<file path="config.mk">
export PLATFORM = sky130hd
export DESIGN_NAME = mcycle_ctrl
export DESIGN_NICKNAME = d
export VERILOG_FILES = /design/src/rtl/rv32i_ctrl_pkg.sv /design/src/rtl/ctrl_decode.sv /design/src/rtl/mcycle_ctrl.sv
export VERILOG_INCLUDE_DIRS = /design/src /design/src/rtl
export SDC_FILE = /design/constraint.sdc
export NUM_CORES = 1
export LEC_CHECK = 0
export CAP_MARGIN = 20
export CORE_MARGIN = 1.5
export CORE_UTILIZATION = 29
export CTS_CLUSTER_SIZE = 28
export DETAILED_ROUTE_END_ITERATION = 10
export PLACE_DENSITY = 0.79
export SETUP_SLACK_MARGIN = 0.3
export SLEW_MARGIN = 20
export SYNTH_ARGS = -nofsm -noshare
export SYNTH_HDL_FRONTEND = slang
export SYNTH_SLANG_ARGS = --single-unit
</file>
<file path="constraint.sdc">
create_clock -name clk -period 2.3 [get_ports clk]
set_input_delay 0.345 -clock clk [delete_from_list [all_inputs] [get_ports clk]]
set_output_delay 0.345 -clock clk [all_outputs]
set_load 0.1 [all_outputs]
</file>
<file path="src/rtl/define.sv">
// define.sv: RV32I base opcode macros shared by the control decoder.
`ifndef DEFINE_SV
`define DEFINE_SV
`define OP_R     7'b0110011
`define OP_I     7'b0010011
`define OP_IL    7'b0000011
`define OP_S     7'b0100011
`define OP_B     7'b1100011
`define OP_LUI   7'b0110111
`define OP_AUIPC 7'b0010111
`define OP_JAL   7'b1101111
`define OP_JALR  7'b1100111
`endif

</file>
<file path="src/rtl/rv32i_ctrl_pkg.sv">
// rv32i_ctrl_pkg: FSM states, next-PC and writeback encodings, instruction class flags.
package rv32i_ctrl_pkg;
    typedef enum logic [2:0] {FETCH, DECODE, EXECUTE, MEM, WB, HALT} state_t;
    localparam logic [1:0] PC_PLUS4 = 2'd0;
    localparam logic [1:0] PC_IMM   = 2'd1;
    localparam logic [1:0] PC_RS1   = 2'd2;
    localparam logic [2:0] RF_ALU   = 3'd0;
    localparam logic [2:0] RF_LOAD  = 3'd1;
    localparam logic [2:0] RF_IMM   = 3'd2;
    localparam logic [2:0] RF_PCIMM = 3'd3;
    localparam logic [2:0] RF_PC4   = 3'd4;
    typedef struct packed {
        logic r;
        logic i;
        logic il;
        logic s;
        logic b;
        logic lui;
        logic auipc;
        logic jal;
        logic jalr;
    } iclass_t;
endpackage

</file>
<file path="src/rtl/ctrl_decode.sv">
// ctrl_decode: combinational opcode/funct3/funct7 decode into datapath controls and class flags.
`include "define.sv"
module ctrl_decode
    import rv32i_ctrl_pkg::*;
#(
    parameter int ALU_CTRL_W = 4
) (
    input  logic [6:0]            opcode,
    input  logic [2:0]            funct3,
    input  logic                  funct7_5,
    output logic [ALU_CTRL_W-1:0] alu_control,
    output logic                  alu_src_b,
    output logic [2:0]            rfwd_src,
    output iclass_t               cls
);
    logic [3:0] ac;
    always_comb begin
        cls       = '0;
        cls.r     = opcode == `OP_R;
        cls.i     = opcode == `OP_I;
        cls.il    = opcode == `OP_IL;
        cls.s     = opcode == `OP_S;
        cls.b     = opcode == `OP_B;
        cls.lui   = opcode == `OP_LUI;
        cls.auipc = opcode == `OP_AUIPC;
        cls.jal   = opcode == `OP_JAL;
        cls.jalr  = opcode == `OP_JALR;
        // funct7[5] only distinguishes SRAI from SRLI among immediates
        ac = cls.r ? {funct7_5, funct3} :
             cls.i ? {funct3 == 3'b101 && funct7_5, funct3} :
             cls.b ? {1'b0, funct3} : 4'b0000;
        alu_control = ALU_CTRL_W'(ac);
        alu_src_b   = cls.i | cls.il | cls.s | cls.jalr;
        rfwd_src    = cls.il ? RF_LOAD :
                      cls.lui ? RF_IMM :
                      cls.auipc ? RF_PCIMM :
                      (cls.jal | cls.jalr) ? RF_PC4 : RF_ALU;
    end
endmodule

</file>
<file path="src/rtl/mcycle_ctrl.sv">
// mcycle_ctrl: multi-cycle RV32I control FSM (FETCH/DECODE/EXECUTE/MEM/WB/HALT).
// Define ILLEGAL_TRAP_EN to halt on undefined opcodes; otherwise they retire as NOPs.
module mcycle_ctrl
    import rv32i_ctrl_pkg::*;
#(
    parameter int ALU_CTRL_W = 4
) (
    input  logic                  clk,
    input  logic                  reset,
    input  logic [31:0]           instr_code,
    input  logic                  btaken,
    input  logic                  d_ready,
    output logic                  ir_en,
    output logic                  pc_en,
    output logic [1:0]            pc_sel,
    output logic                  reg_wr_en,
    output logic                  alu_src_b,
    output logic [ALU_CTRL_W-1:0] alu_control,
    output logic [2:0]            rfwd_src,
    output logic                  d_req,
    output logic                  d_wr_en,
    output logic                  illegal
);
    state_t st, nxt;
    iclass_t cls;
    logic dp_on, dec_src_b, unused_bits;
    logic [ALU_CTRL_W-1:0] dec_ac;
    logic [2:0] dec_rf;
    assign unused_bits = ^{instr_code[31], instr_code[29:15], instr_code[11:7]};
    ctrl_decode #(.ALU_CTRL_W(ALU_CTRL_W)) u_dec (
        .opcode     (instr_code[6:0]),
        .funct3     (instr_code[14:12]),
        .funct7_5   (instr_code[30]),
        .alu_control(dec_ac),
        .alu_src_b  (dec_src_b),
        .rfwd_src   (dec_rf),
        .cls        (cls)
    );
    always_ff @(posedge clk or posedge reset)
        if (reset) st <= FETCH;
        else st <= nxt;
    // outputs are gated by reset so they drop asynchronously, even mid-MEM
    always_comb begin
        nxt       = st;
        ir_en     = 1'b0;
        pc_en     = 1'b0;
        pc_sel    = PC_PLUS4;
        reg_wr_en = 1'b0;
        d_req     = 1'b0;
        d_wr_en   = 1'b0;
        illegal   = 1'b0;
        dp_on     = 1'b0;
        if (!reset) begin
            case (st)
                FETCH: begin
                    ir_en = 1'b1;
                    nxt   = DECODE;
                end
                DECODE: begin
                    dp_on = 1'b1;
                    if (|cls) nxt = EXECUTE;
                    else begin
`ifdef ILLEGAL_TRAP_EN
                        nxt = HALT;
`else
                        pc_en = 1'b1;
                        nxt   = FETCH;
`endif
                    end
                end
                EXECUTE: begin
                    dp_on = 1'b1;
                    if (cls.b) begin
                        pc_en  = 1'b1;
                        pc_sel = btaken ? PC_IMM : PC_PLUS4;
                        nxt    = FETCH;
                    end else nxt = (cls.s | cls.il) ? MEM : WB;
                end
                MEM: begin
                    dp_on   = 1'b1;
                    d_req   = 1'b1;
                    d_wr_en = cls.s;
                    if (d_ready) begin
                        pc_en = cls.s;
                        nxt   = cls.s ? FETCH : WB;
                    end
                end
                WB: begin
                    dp_on     = 1'b1;
                    reg_wr_en = 1'b1;
                    pc_en     = 1'b1;
                    pc_sel    = cls.jal ? PC_IMM : cls.jalr ? PC_RS1 : PC_PLUS4;
                    nxt       = FETCH;
                end
`ifdef ILLEGAL_TRAP_EN
                HALT: illegal = 1'b1;
`endif
                default: nxt = FETCH;
            endcase
        end
        alu_control = dp_on ? dec_ac : '0;
        alu_src_b   = dp_on & dec_src_b;
        rfwd_src    = dp_on ? dec_rf : RF_ALU;
    end
endmodule

</file>
Word level (Yosys, flattened, before mapping):

Index checks and enable logic that the tools add are counted.

* bitwise logic cells: 7
* muxes and demuxes: 36
* reductions and logical operators: 5
* equal/unequal tests: 15

Operators with widths (count)
* 3-bit 2-to-1 mux: 10
* 7-bit by 6-bit == test with 1-bit output, second input constant: 3
* 7-bit == test, second input constant: 3
* 1-bit 2-to-1 mux: 16
* 7-bit by 5-bit == test with 1-bit output, second input constant: 2
* 4-bit 2-to-1 mux: 3
* 3-bit case mux with 4 select lines: 1
* 9-bit OR reduction: 1
* 2-bit 2-to-1 mux: 4
* 7-bit by 2-bit == test with 1-bit output, second input constant: 1
* 3-bit by 2-bit == test with 1-bit output, second input constant: 2
* 3-bit == test, second input constant: 2
* 1-bit bitwise OR: 5
* 1-bit case mux with 4 select lines: 1
* 2-bit case mux with 2 select lines: 1
* 4-bit OR reduction: 1
* 3-bit by 1-bit == test with 1-bit output, second input constant: 1
* 3-bit zero test: 1
* 2-bit inequality test, second input constant: 1
* 2-bit AND reduction: 1
* 1-bit AND: 1
* 1-bit logical AND: 1
* 1-bit inverter: 1

* output and inout port bits: 16
* register bits after elaboration: 3
* word-level logic and storage cells: 64
* input bits: 36

Logic depth before layout (Yosys ltp):

Gate-level depths: netlist (run 1).

* depth in word-level cells: 7
* mapped depth: 5
* gate-level depth less buffers: 4

Hierarchy:

From an unflattened synthesis (run 1), not the netlist that was laid out.

* cells, all modules: 95
* area, all modules: 764.5 µm²

Modules (own cells, without submodules)
* mcycle_ctrl: area each 454.2 µm², instances 1, sequential area each 75.1 µm², cells each 57
* ctrl_decode: area each 310.3 µm², instances 1, sequential area each 0.0 µm², cells each 38

Least setup slack after synthesis (run 1):

No wires, ideal clock.

* path kind: reg2out
* start point: reg st[0]
* end point: out pc_sel[1]
* cell stages (with the launch flop): 6
* buffers on the path: 1
* slack: -4043 ps
* required time: 1955 ps
* arrival time: 5998 ps
* cells stage by stage: dfrtp_1 clkbuf_1 or2_2 nor3_1 inv_1 nor4_1

* longest elaborated chain between the ends: 3
* elaborated cells between the ends (all ways): 4
* classes of those cells: 2 x eq/ne; 2 x mux

RTL lines
* start, declared: line mcycle_ctrl.sv:24 `state_t st, nxt;`
* start signal, assigned: line mcycle_ctrl.sv:41 `else st <= nxt;`
* 3-bit == test / 3-bit by 2-bit == test with 1-bit output (equally long branches): line mcycle_ctrl.sv:54 `case (st)`
* 2-bit case mux with 2 select lines *: line mcycle_ctrl.sv:54
* 2-bit 2-to-1 mux *: line mcycle_ctrl.sv:53 `if (!reset) begin`
* end, declared: line mcycle_ctrl.sv:15 `output logic [1:0] pc_sel,`

Every way passes the cells marked *; elsewhere a longest branch is shown, timed or not.

Worst setup path in the final report (run 1):

* start point: in instr_code[4]
* end point: out pc_en

* longest elaborated chain between the ends: 5
* elaborated cells between the ends (all ways): 15
* classes of those cells: 9 x eq/ne; 5 x mux; 1 x reduce/logical

RTL lines
* start, declared: line mcycle_ctrl.sv:10 `input logic [31:0] instr_code,`
* 7-bit == test (no source line) (tied with other cells)
* 9-bit OR reduction: line mcycle_ctrl.sv:61 `if (|cls) nxt = EXECUTE;`
* 1-bit 2-to-1 mux: line mcycle_ctrl.sv:61
* 1-bit case mux with 4 select lines *: line mcycle_ctrl.sv:54
* 1-bit 2-to-1 mux *: line mcycle_ctrl.sv:53
* end, declared: line mcycle_ctrl.sv:14 `output logic pc_en,`

Marks and branches as above.

==> results.sh, run 1 <==
export IMPL_antenna_found_initial=0
export IMPL_netSwitchingFraction_pct=48.3
export IMPL_total_leakage_power_uw=0.000632
export IMPL_place_ws_ns=-0.460
export IMPL_timing_final_setup_violations=1
export IMPL_finalClockSkew_ns=0.00385
export IMPL_wl_mm=2.96
export IMPL_violations="negative setup slack"
export IMPL_post_route_worst_setup_slack_ns=-0.0858
export IMPL_power_internal_uw=340
export IMPL_maxSlewViolCount=0
export IMPL_clock_tree_htree_level_count=1
export IMPL_regToRegEndpoint="st[2]$_DFFE_PP0P_"
export IMPL_via_count=917
export IMPL_total_switching_power_uw=318
export IMPL_synth_edf_count=0
export IMPL_whs_ns=0.273
export IMPL_final_hold_violation_count=0
export IMPL_synth_seq_cells=3
export IMPL_min_period_over_period_pct=104
export IMPL_route_detailed_vias_per_inst=5.49
export IMPL_tns_ns=-0.0858
export IMPL_first_global_vias=860
export IMPL_insertedDiodeCount=0
export IMPL_regToRegStartpoint="st[0]$_DFFE_PP0P_"
export IMPL_insertion_delay_ns=0.25
export IMPL_status="finished with violations"
export IMPL_first_pass_iters=4
export IMPL_r2r_cells=4
export IMPL_io_pin_count=52
export IMPL_design_area_mm2=0.00155
export IMPL_portBuffers=29
export IMPL_layout_core_utilization_pct=90.0
export IMPL_chipHeight_um=45.7
export IMPL_die_w_um=45.7
export IMPL_async_reset_ff_share_pct=100
export IMPL_worst_ep_arrival_time_ns=2.04
export IMPL_global_route_usage_total_pct=25.5
export IMPL_rsz_0062_raised_after_global_routing="yes"
export IMPL_drv_cap=0
export IMPL_tritoncts="built"
export IMPL_vdd_drop_max_mv=0.383
export IMPL_drc=0
export IMPL_dominantRegCellSynth="dfrtp_1"
export IMPL_floorplan_die_area_mm2=0.00209
export IMPL_detail_route_antenna_nets=0
export IMPL_start_util_pct=30.7
export IMPL_cts_buffers_inserted=3
export IMPL_areaGrowthSynthToFinish_pct=194
export IMPL_drt_iter0_drc=24
export IMPL_cp_end_kind="primary output"
export IMPL_layout_top_registers="st (3)"
export IMPL_avgRoutedWirePerCell_um=17.7
export IMPL_drive_gt1_share_pct=69.0
export IMPL_syn_area_per_cell_um2=6.70
export IMPL_largest_register="st"
export IMPL_post_synth_instance_area_um2=529
export IMPL_grt_ovfl_total=0
export IMPL_cp_required_ns=1.96
export IMPL_crit_path_start_kind="input port"
export IMPL_synth_nets=115
export IMPL_yosysWarningCount=0
export IMPL_dpl_cell_area_mm2=0.00127
export IMPL_final_min_clock_period_ns=2.39
export IMPL_criticalPathCategory="in -> out"
export IMPL_yosysSeqAreaShare_pct=14.2
export IMPL_place_gp_congestion=0.879
export IMPL_critical_path_max_fanout=2
export IMPL_powerDensity_mw_per_mm2=424
export IMPL_rrSetupSlack_ns=0.71
export IMPL_largest_net_degree_at_the_start_of_global_routing=10
export IMPL_detailed_place_hpwl_mm=1.70
export IMPL_wire_length_of_the_first_global_routing_pass_mm=3.77
export IMPL_synth_area_leaders="dfrtp_1 (14%), nor2b_1 (7.1%), a31oi_1 (5.9%), nor4_1 (5.9%), or3_1 (5.9%)"
export IMPL_hold_path_class="in -> async"
export IMPL_clk_transition_reported_paths_ns=0.04
export IMPL_cts_hold_buffers_added=0
export IMPL_clockPowerShare_pct=15.9
export IMPL_comb_power_share_pct=71.1
export IMPL_ctsRootBufferMaster="clkbuf_4"
export IMPL_finish_net_count=179
export IMPL_fillCellCount=80
export IMPL_post_synth_num_cell_types=32
export IMPL_upper_clock_frequency_limit_ghz=0.419
export IMPL_core_area_mm2=0.00173
export IMPL_p_seq_share_pct=13.0
export IMPL_synth_largest_area_cell="dfrtp_1"
export IMPL_clockBufferDepth=2
export IMPL_number_of_flip_flops_under_the_largest_register_name=3
export IMPL_placementRows=15
export IMPL_cts_sinks=3
export IMPL_synthCells=79
export IMPL_synth_top_cell_area_share_pct=14.2
cell usage after synthesis, drive strengths merged, types with 2 or more instances:
library cell / number
inv: 6
nor2b: 6
nor3: 6
a31oi: 5
nand2: 5
nor4: 5
or3: 5
clkbuf: 4
nand3: 4
nor2: 4
and2: 3
buf: 3
dfrtp: 3
a211oi: 2
nand2b: 2
o21ai: 2
metal layers:
| metal | vias up | global-route usage [%] | routed length (µm) |
|---|---|---|---|
| li1 | 413 | - | - |
| met1 | 444 | 29.3 | 1160 |
| met2 | 49 | 45.4 | 1550 |
| met3 | 11 | 4.37 | 169 |
| met4 | 0 | 11.4 | 82 |
| met5 | - | 0 | 0 |
worst max-delay path by stage:
stage | slack (ns) | from | to | depth (start not counted)
floorplan | -0.72 | st[0]$_DFFE_PP0P_ | pc_sel[1] | 5
global placement | -0.41 | instr_code[4] | pc_en | 6
detailed placement | -0.46 | instr_code[4] | pc_en | 6
CTS | -0.20 | instr_code[6] | pc_en | 6
global route | -0.14 | instr_code[4] | pc_en | 6
finish | -0.09 | instr_code[4] | pc_en | 6
worst max-delay path, cell delays in order:
cell and delay (ns):
buf_6 0.09, or4b_4 0.52, or3_4 0.34, or3_4 0.35, o221ai_4 0.19, buf_12 0.20
per-stage QoR:
step,power [µW],cells
global route,682,167
global placement,400,146
CTS,570,156
finish,658,167
detailed placement,410,146
floorplan,294,79
cell usage in the layout (no fill, tap or decap), types with 3 or more instances in the layout:
cell,count
a31oi_1,4
nor2b_1,4
and2_4,3
nor3_4,4
nor2_1,3
dfrtp_2,3
buf_12,15
clkbuf_4,3
clkdlybuf4s50_1,6
or3_4,5
inv_1,4
buf_4,27
buf_6,12
nor4_4,5
nand2_1,3
logic make-up after synthesis:
| kind of cell | after synthesis | share of synthesized area [%] |
|---|---|---|
| adders and majority gates | 1 | 1.89 |
| AOI/OAI and AO/OA | 15 | 21.7 |
| and+or+nand+nor | 44 | 46.3 |
| muxes | 1 | 1.89 |
| buffers and inverters | 13 | 11.6 |
| DFF | 3 | 14.2 |
| other | 1 | 0.709 |
| xor gates and xnor gates | 1 | 1.66 |
cell type report:
type	instances	area (µm²)	share of cell area, %
clock buffer	4	26.3	1.69
multi-input combinational	63	653	42.0
sequential	3	78.8	5.07
tap	25	31.3	2.01
inverter	6	22.5	1.45
timing repair buffer	66	742	47.7
timing repair:
item / CTS / global route
buffers inserted: 6 / 11
endpoints found under the setup margin: 12 / 10
resized for setup: 39 / 19
pin swaps: 11 / 14
gates cloned: 0 / 0
power groups by stage:
stage	logic [µW]	registers (µW)	clock network (µW)
CTS	382	83.2	105
global route	488	86.2	108
global placement	313	86.5	0
floorplan	227	67.3	0
detailed placement	321	88.5	0
finish	468	85.4	105
Note: power is estimated with default switching activity, not from simulation.
==> inputs of run 2 (changes only) <==
--- a/config.mk
+++ b/config.mk
@@ -8,10 +8,10 @@
 export LEC_CHECK = 0
 export CAP_MARGIN = 20
 export CORE_MARGIN = 1.5
-export CORE_UTILIZATION = 29
+export CORE_UTILIZATION = 31
 export CTS_CLUSTER_SIZE = 28
 export DETAILED_ROUTE_END_ITERATION = 10
-export PLACE_DENSITY = 0.79
+export PLACE_DENSITY = 0.84
 export SETUP_SLACK_MARGIN = 0.3
 export SLEW_MARGIN = 20
 export SYNTH_ARGS = -nofsm -noshare
==> constraint.sdc (replaced) <==
create_clock -name clk -period 2.9 [get_ports clk]
set_input_delay 0.435 -clock clk [delete_from_list [all_inputs] [get_ports clk]]
set_output_delay 0.435 -clock clk [all_outputs]
set_load 0.01 [all_outputs]
==> results.sh, run 2 (synthesis gave the netlist of run 1 again) <==
export IMPL_hold_path_class="in -> async"
export IMPL_clk_transition_reported_paths_ns=0.04
export IMPL_cp_end_kind="primary output"
export IMPL_final_instance_count_excl_fill=133
export IMPL_layout_cells_most_common_list="clkdlybuf4s50_1 (14), buf_4 (12), dlymetal6s2s_1 (7), dlygate4sd2_1 (7)"
export IMPL_total_leakage_power_uw=0.000473
export IMPL_drv_cap=0
export IMPL_timing_critical_path_from="instr_code[1]"
export IMPL_areaGrowthSynthToFinish_pct=82.3
export IMPL_timing_critical_path_max_delay_family="buffers and inverters"
export IMPL_io_pin_count=52
export IMPL_drt_iter0_drc=29
export IMPL_finalClockSkew_ns=0.00872
export IMPL_cp_required_ns=2.47
export IMPL_fillCellCount=149
export IMPL_final_min_clock_period_ns=2.63
export IMPL_final_hold_violation_count=0
export IMPL_endpoint="alu_control[2]"
export IMPL_critPathMaxStageDelay_ns=0.50
export IMPL_detailroute_wirelength_met3_um=143
export IMPL_critical_path_cell_count=7
export IMPL_start_util_pct=33.9
export IMPL_status="finished with violations"
export IMPL_vdd_drop_max_mv=0.144
export IMPL_finish_net_count=154
export IMPL_layout_top_registers="st (3)"
export IMPL_criticalPathCategory="in -> out"
export IMPL_clock_tree_htree_level_count=1
export IMPL_route_detailed_vias_per_inst=5.59
export IMPL_core_area_mm2=0.00156
export IMPL_number_of_flip_flops_under_the_largest_register_name=3
export IMPL_worst_ep_arrival_time_ns=2.20
export IMPL_global_route_usage_total_pct=20.1
export IMPL_avgRoutedWirePerCell_um=13.6
export IMPL_met1Wirelength_um=727
export IMPL_via_count=744
export IMPL_chipHeight_um=44.3
export IMPL_largest_register="st"
export IMPL_cts_buffers_inserted=3
export IMPL_violations="design-rule violations"
export IMPL_upper_clock_frequency_limit_ghz=0.380
export IMPL_critical_path_cell_chain="clkdlybuf4s50_1 > nand2_1 > or3_1 > a211oi_2 > buf_4 > and2_1 > dlygate4sd2_1"
export IMPL_wl_met2_um=920
export IMPL_rsz_0062_raised_after_global_routing="yes"
export IMPL_drive_gt1_share_pct=23.9
export IMPL_timing_final_setup_violations=0
export IMPL_wl_mm=1.81
export IMPL_antenna_found_initial=0
export IMPL_ctsRootBufferMaster="clkbuf_4"
export IMPL_regToRegStartpoint="st[1]$_DFFE_PP0P_"
export IMPL_placementRows=14
export IMPL_timing_critical_path_buf_inv=3
export IMPL_highest_signal_layer="met4"
export IMPL_maxSlewViolCount=0
export IMPL_detailed_place_hpwl_mm=1.31
export IMPL_portBuffers=29
export IMPL_place_gp_congestion=0.861
export IMPL_floorplan_die_area_mm2=0.00196
export IMPL_regToRegEndpoint="st[1]$_DFFE_PP0P_"
export IMPL_min_period_over_period_pct=90.8
export IMPL_timing_critical_path_slowest_stage_cell="clkdlybuf4s50_1"
export IMPL_numPlacedInstances=128
export IMPL_die_w_um=44.3
export IMPL_wire_length_of_the_first_global_routing_pass_mm=2.94
export IMPL_first_pass_iters=9
export IMPL_critical_path_max_fanout=4
export IMPL_grt_ovfl_total=0
export IMPL_insertedDiodeCount=0
export IMPL_cts_hold_buffers_added=0
export IMPL_crit_path_start_kind="input port"
export IMPL_detail_route_antenna_nets=0
export IMPL_first_global_vias=681
export IMPL_insertion_delay_ns=0.25
export IMPL_rrSetupSlack_ns=1.49
export IMPL_largest_net_degree_at_the_start_of_global_routing=12
export IMPL_whs_ns=0.570
export IMPL_tritoncts="built"
export IMPL_cts_sinks=3
export IMPL_drc=2
export IMPL_r2r_cells=4
export IMPL_powerDensity_mw_per_mm2=301
export IMPL_leading_cell_type_in_the_layout_fill_and_taps_excluded="clkdlybuf4s50_1"
export IMPL_clockBufferDepth=2
[run 2: cell types whose count changed in the layout (fill, tap and decap cells not counted), moves of 6 or more]
cell / delta
dlygate4sd2_1: +6
dlymetal6s2s_1: +7
buf_4: -15
buf_6: -12
buf_12: -15
clkdlybuf4s50_1: +8
[run 2: worst reg2reg max path, cell delays in order, from the launching register on]
cell     delay (ns)
dfrtp_2        0.47
nor2b_1        0.31
nor2b_1        0.23
nand3_1        0.12
a31oi_1        0.19
[run 2: report_power, final]
part	switching [µW]	internal, µW
sequential	25.0	51.4
clock	26.0	51.8
combinational	64.7	70.9
total	116	174
[run 2: area by class of cell]
type | count | area (µm²) | share of cell area [%]
flip-flops and latches | 3 | 77.6 | 8.04
well taps | 16 | 20.0 | 2.08
repair buffers | 41 | 384 | 39.8
clock buffers | 4 | 26.3 | 2.72
multi-input cells | 63 | 434 | 45.0
inverters | 6 | 22.5 | 2.33
[run 2: routing by layer]
metal  global-route usage [%]  vias up
met2                     33.8       44
met1                     22.9      331
li1                         -      367
met3                     6.53        2
met5                        0        -
met4                     9.09        0
[run 2: repair_timing]
action                     in CTS  in global routing
resized for setup              14                 14
setup endpoints to repair      10                  7
pin swaps                       1                  4
setup buffers                   0                  1
[run 2: how the worst min path moves through the flow]
| stage | startpoint | endpoint | slack [ns] | cells after the start |
|---|---|---|---|---|
| final | reset | st[2]$_DFFE_PP0P_ | 0.57 | 3 |
| after global routing | reset | st[2]$_DFFE_PP0P_ | 0.60 | 3 |
| after CTS | reset | st[2]$_DFFE_PP0P_ | 0.57 | 3 |
| after detailed placement | st[2]$_DFFE_PP0P_ | st[2]$_DFFE_PP0P_ | 0.65 | 2 |
| after global placement | st[2]$_DFFE_PP0P_ | st[2]$_DFFE_PP0P_ | 0.63 | 2 |
| after floorplan | reset | st[0]$_DFFE_PP0P_ | 0.22 | 1 |
[run 2: through the flow]
step / util [%] / area [µm²] / TNS (ns) / worst slack, ns / total power (µW)
after floorplan: - / 529 / 0 / 0.596 / 143
after global placement: 56.7 / 883 / -0.303 / -0.303 / 200
after detailed placement: 56.7 / 883 / -0.314 / -0.314 / 205
after CTS: 58.4 / 911 / 0 / 0.103 / 283
after global routing: 61.9 / 965 / 0 / 0.185 / 309
final: 61.9 / 965 / 0 / 0.266 / 290
==> inputs of run 3 (changes only) <==
--- a/config.mk
+++ b/config.mk
@@ -11,8 +11,10 @@
 export CORE_UTILIZATION = 31
 export CTS_CLUSTER_SIZE = 28
 export DETAILED_ROUTE_END_ITERATION = 10
+export HOLD_SLACK_MARGIN = 0.06
 export PLACE_DENSITY = 0.84
-export SETUP_SLACK_MARGIN = 0.3
+export SETUP_SLACK_MARGIN = 0.5
+export SKIP_LAST_GASP = 1
 export SLEW_MARGIN = 20
 export SYNTH_ARGS = -nofsm -noshare
 export SYNTH_HDL_FRONTEND = slang
==> results.sh, run 3 (synthesis gave the netlist of run 1 again) <==
export IMPL_status="completed"
export IMPL_layout_cells_most_common_list="buf_4 (17), clkdlybuf4s50_1 (10), dlygate4sd2_1 (10)"
export IMPL_first_global_vias=724
export IMPL_route_detailed_vias_per_inst=5.58
export IMPL_global_route_usage_total_pct=20.7
export IMPL_cts_buffers_inserted=3
export IMPL_first_pass_iters=6
export IMPL_insertion_delay_ns=0.25
export IMPL_grt_ovfl_total=0
export IMPL_number_of_flip_flops_under_the_largest_register_name=3
export IMPL_leading_cell_type_in_the_layout_fill_and_taps_excluded="buf_4"
export IMPL_largest_net_degree_at_the_start_of_global_routing=10
export IMPL_io_pin_count=52
export IMPL_detailed_place_hpwl_mm=1.31
export IMPL_total_leakage_power_uw=0.000428
export IMPL_core_area_mm2=0.00156
export IMPL_layout_core_utilization_pct=63.0
export IMPL_antenna_found_initial=0
export IMPL_regToRegStartpoint="st[1]$_DFFE_PP0P_"
export IMPL_tritoncts="built"
export IMPL_start_util_pct=33.9
export IMPL_criticalPathCategory="in -> out"
export IMPL_placementRows=14
export IMPL_cp_required_ns=2.47
export IMPL_layout_top_registers="st (3)"
export IMPL_final_hold_violation_count=0
export IMPL_rsz_0062_raised_after_global_routing="yes"
export IMPL_worst_ep_arrival_time_ns=2.02
export IMPL_numPlacedInstances=128
export IMPL_drive_gt1_share_pct=38.2
export IMPL_finish_net_count=160
export IMPL_avgRoutedWirePerCell_um=13.3
export IMPL_design_area_um2=982
export IMPL_ctsRootBufferMaster="clkbuf_4"
export IMPL_chipHeight_um=44.3
export IMPL_final_min_clock_period_ns=2.46
export IMPL_drv_cap=0
export IMPL_timing_final_setup_violations=0
export IMPL_fillCellCount=148
export IMPL_powerDensity_mw_per_mm2=327
export IMPL_upper_clock_frequency_limit_ghz=0.407
export IMPL_r2r_cells=5
export IMPL_floorplan_die_area_mm2=0.00196
export IMPL_wire_length_of_the_first_global_routing_pass_mm=3.02
export IMPL_detail_route_antenna_nets=0
export IMPL_drt_iter0_drc=24
export IMPL_via_count=775
export IMPL_critical_path_max_fanout=2
export IMPL_insertedDiodeCount=0
export IMPL_clock_tree_htree_level_count=1
export IMPL_final_instance_count_excl_fill=139
export IMPL_maxSlewViolCount=0
export IMPL_finalClockSkew_ns=0.00657
export IMPL_wl_mm=1.85
export IMPL_place_gp_congestion=0.861
export IMPL_cts_sinks=3
export IMPL_regToRegEndpoint="st[2]$_DFFE_PP0P_"
export IMPL_largest_register="st"
export IMPL_min_period_over_period_pct=84.7
export IMPL_areaGrowthSynthToFinish_pct=85.6
export IMPL_portBuffers=29
export IMPL_crit_path_start_kind="input port"
export IMPL_dpl_cell_area_um2=883
export IMPL_post_route_worst_setup_slack_ns=0.443
export IMPL_hold_path_class="in -> async"
export IMPL_die_w_um=44.3
export IMPL_drc=0
export IMPL_vdd_drop_max_mv=0.149
export IMPL_cp_end_kind="primary output"
export IMPL_clockBufferDepth=2
export IMPL_place_ws_ns=-0.314
export IMPL_clk_transition_reported_paths_ns=0.04
export IMPL_rrSetupSlack_ns=1.39
## run 3: per-stage QoR
stage          hold WS, ns  setup TNS [ns]  power [µW]
4_1_cts              0.354               0         300
3_5_place_dp         0.645          -0.314         205
6_report             0.428               0         321
3_3_place_gp         0.630          -0.303         200
2_1_floorplan        0.222               0         143
5_1_grt              0.451               0         341
## run 3: where the power goes
group	total, µW	internal, µW	switching, µW
registers	64.9	52.1	12.8
logic	178	90.4	87.4
clock network	78.5	51.9	26.7
total	321	194	127
## run 3: area by class of cell
| class | instances | area, µm² | area share, % |
|---|---|---|---|
| Tap cell | 16 | 20.0 | 2.04 |
| Multi-Input combinational cell | 63 | 457 | 46.5 |
| Clock buffer | 4 | 26.3 | 2.68 |
| Sequential cell | 3 | 78.8 | 8.03 |
| Timing Repair Buffer | 47 | 378 | 38.5 |
| Inverter | 6 | 22.5 | 2.29 |
## run 3: layer usage
layer	share of wire, %	track usage, %
met1	39	23.6
met2	53	33.5
met3	7.1	6.53
met4	0.97	12.1
met5	0	0
## run 3: worst max-delay path, cell delays in order
cell      delay, ns
buf_6          0.09
or4b_4         0.51
or3_4          0.34
or3_4          0.34
o221ai_2       0.15
buf_2          0.15
## run 3: repair_timing
action,CTS,global route
endpoints found under the hold margin,0,0
pin swaps,7,5
endpoints found under the setup margin,13,9
buffers inserted,7,0
hold buffers,0,0
gates resized for setup,42,19
## run 3: worst max-delay path by stage
stage	start	endpoint	slack, ns	cells after the start
6_report	instr_code[4]	pc_en	0.44	6
5_1_grt	instr_code[4]	pc_en	0.40	6
4_1_cts	instr_code[6]	pc_en	0.28	6
3_5_place_dp	instr_code[4]	pc_en	-0.31	6
3_3_place_gp	instr_code[4]	pc_en	-0.30	6
2_1_floorplan	instr_code[2]	pc_en	0.60	5
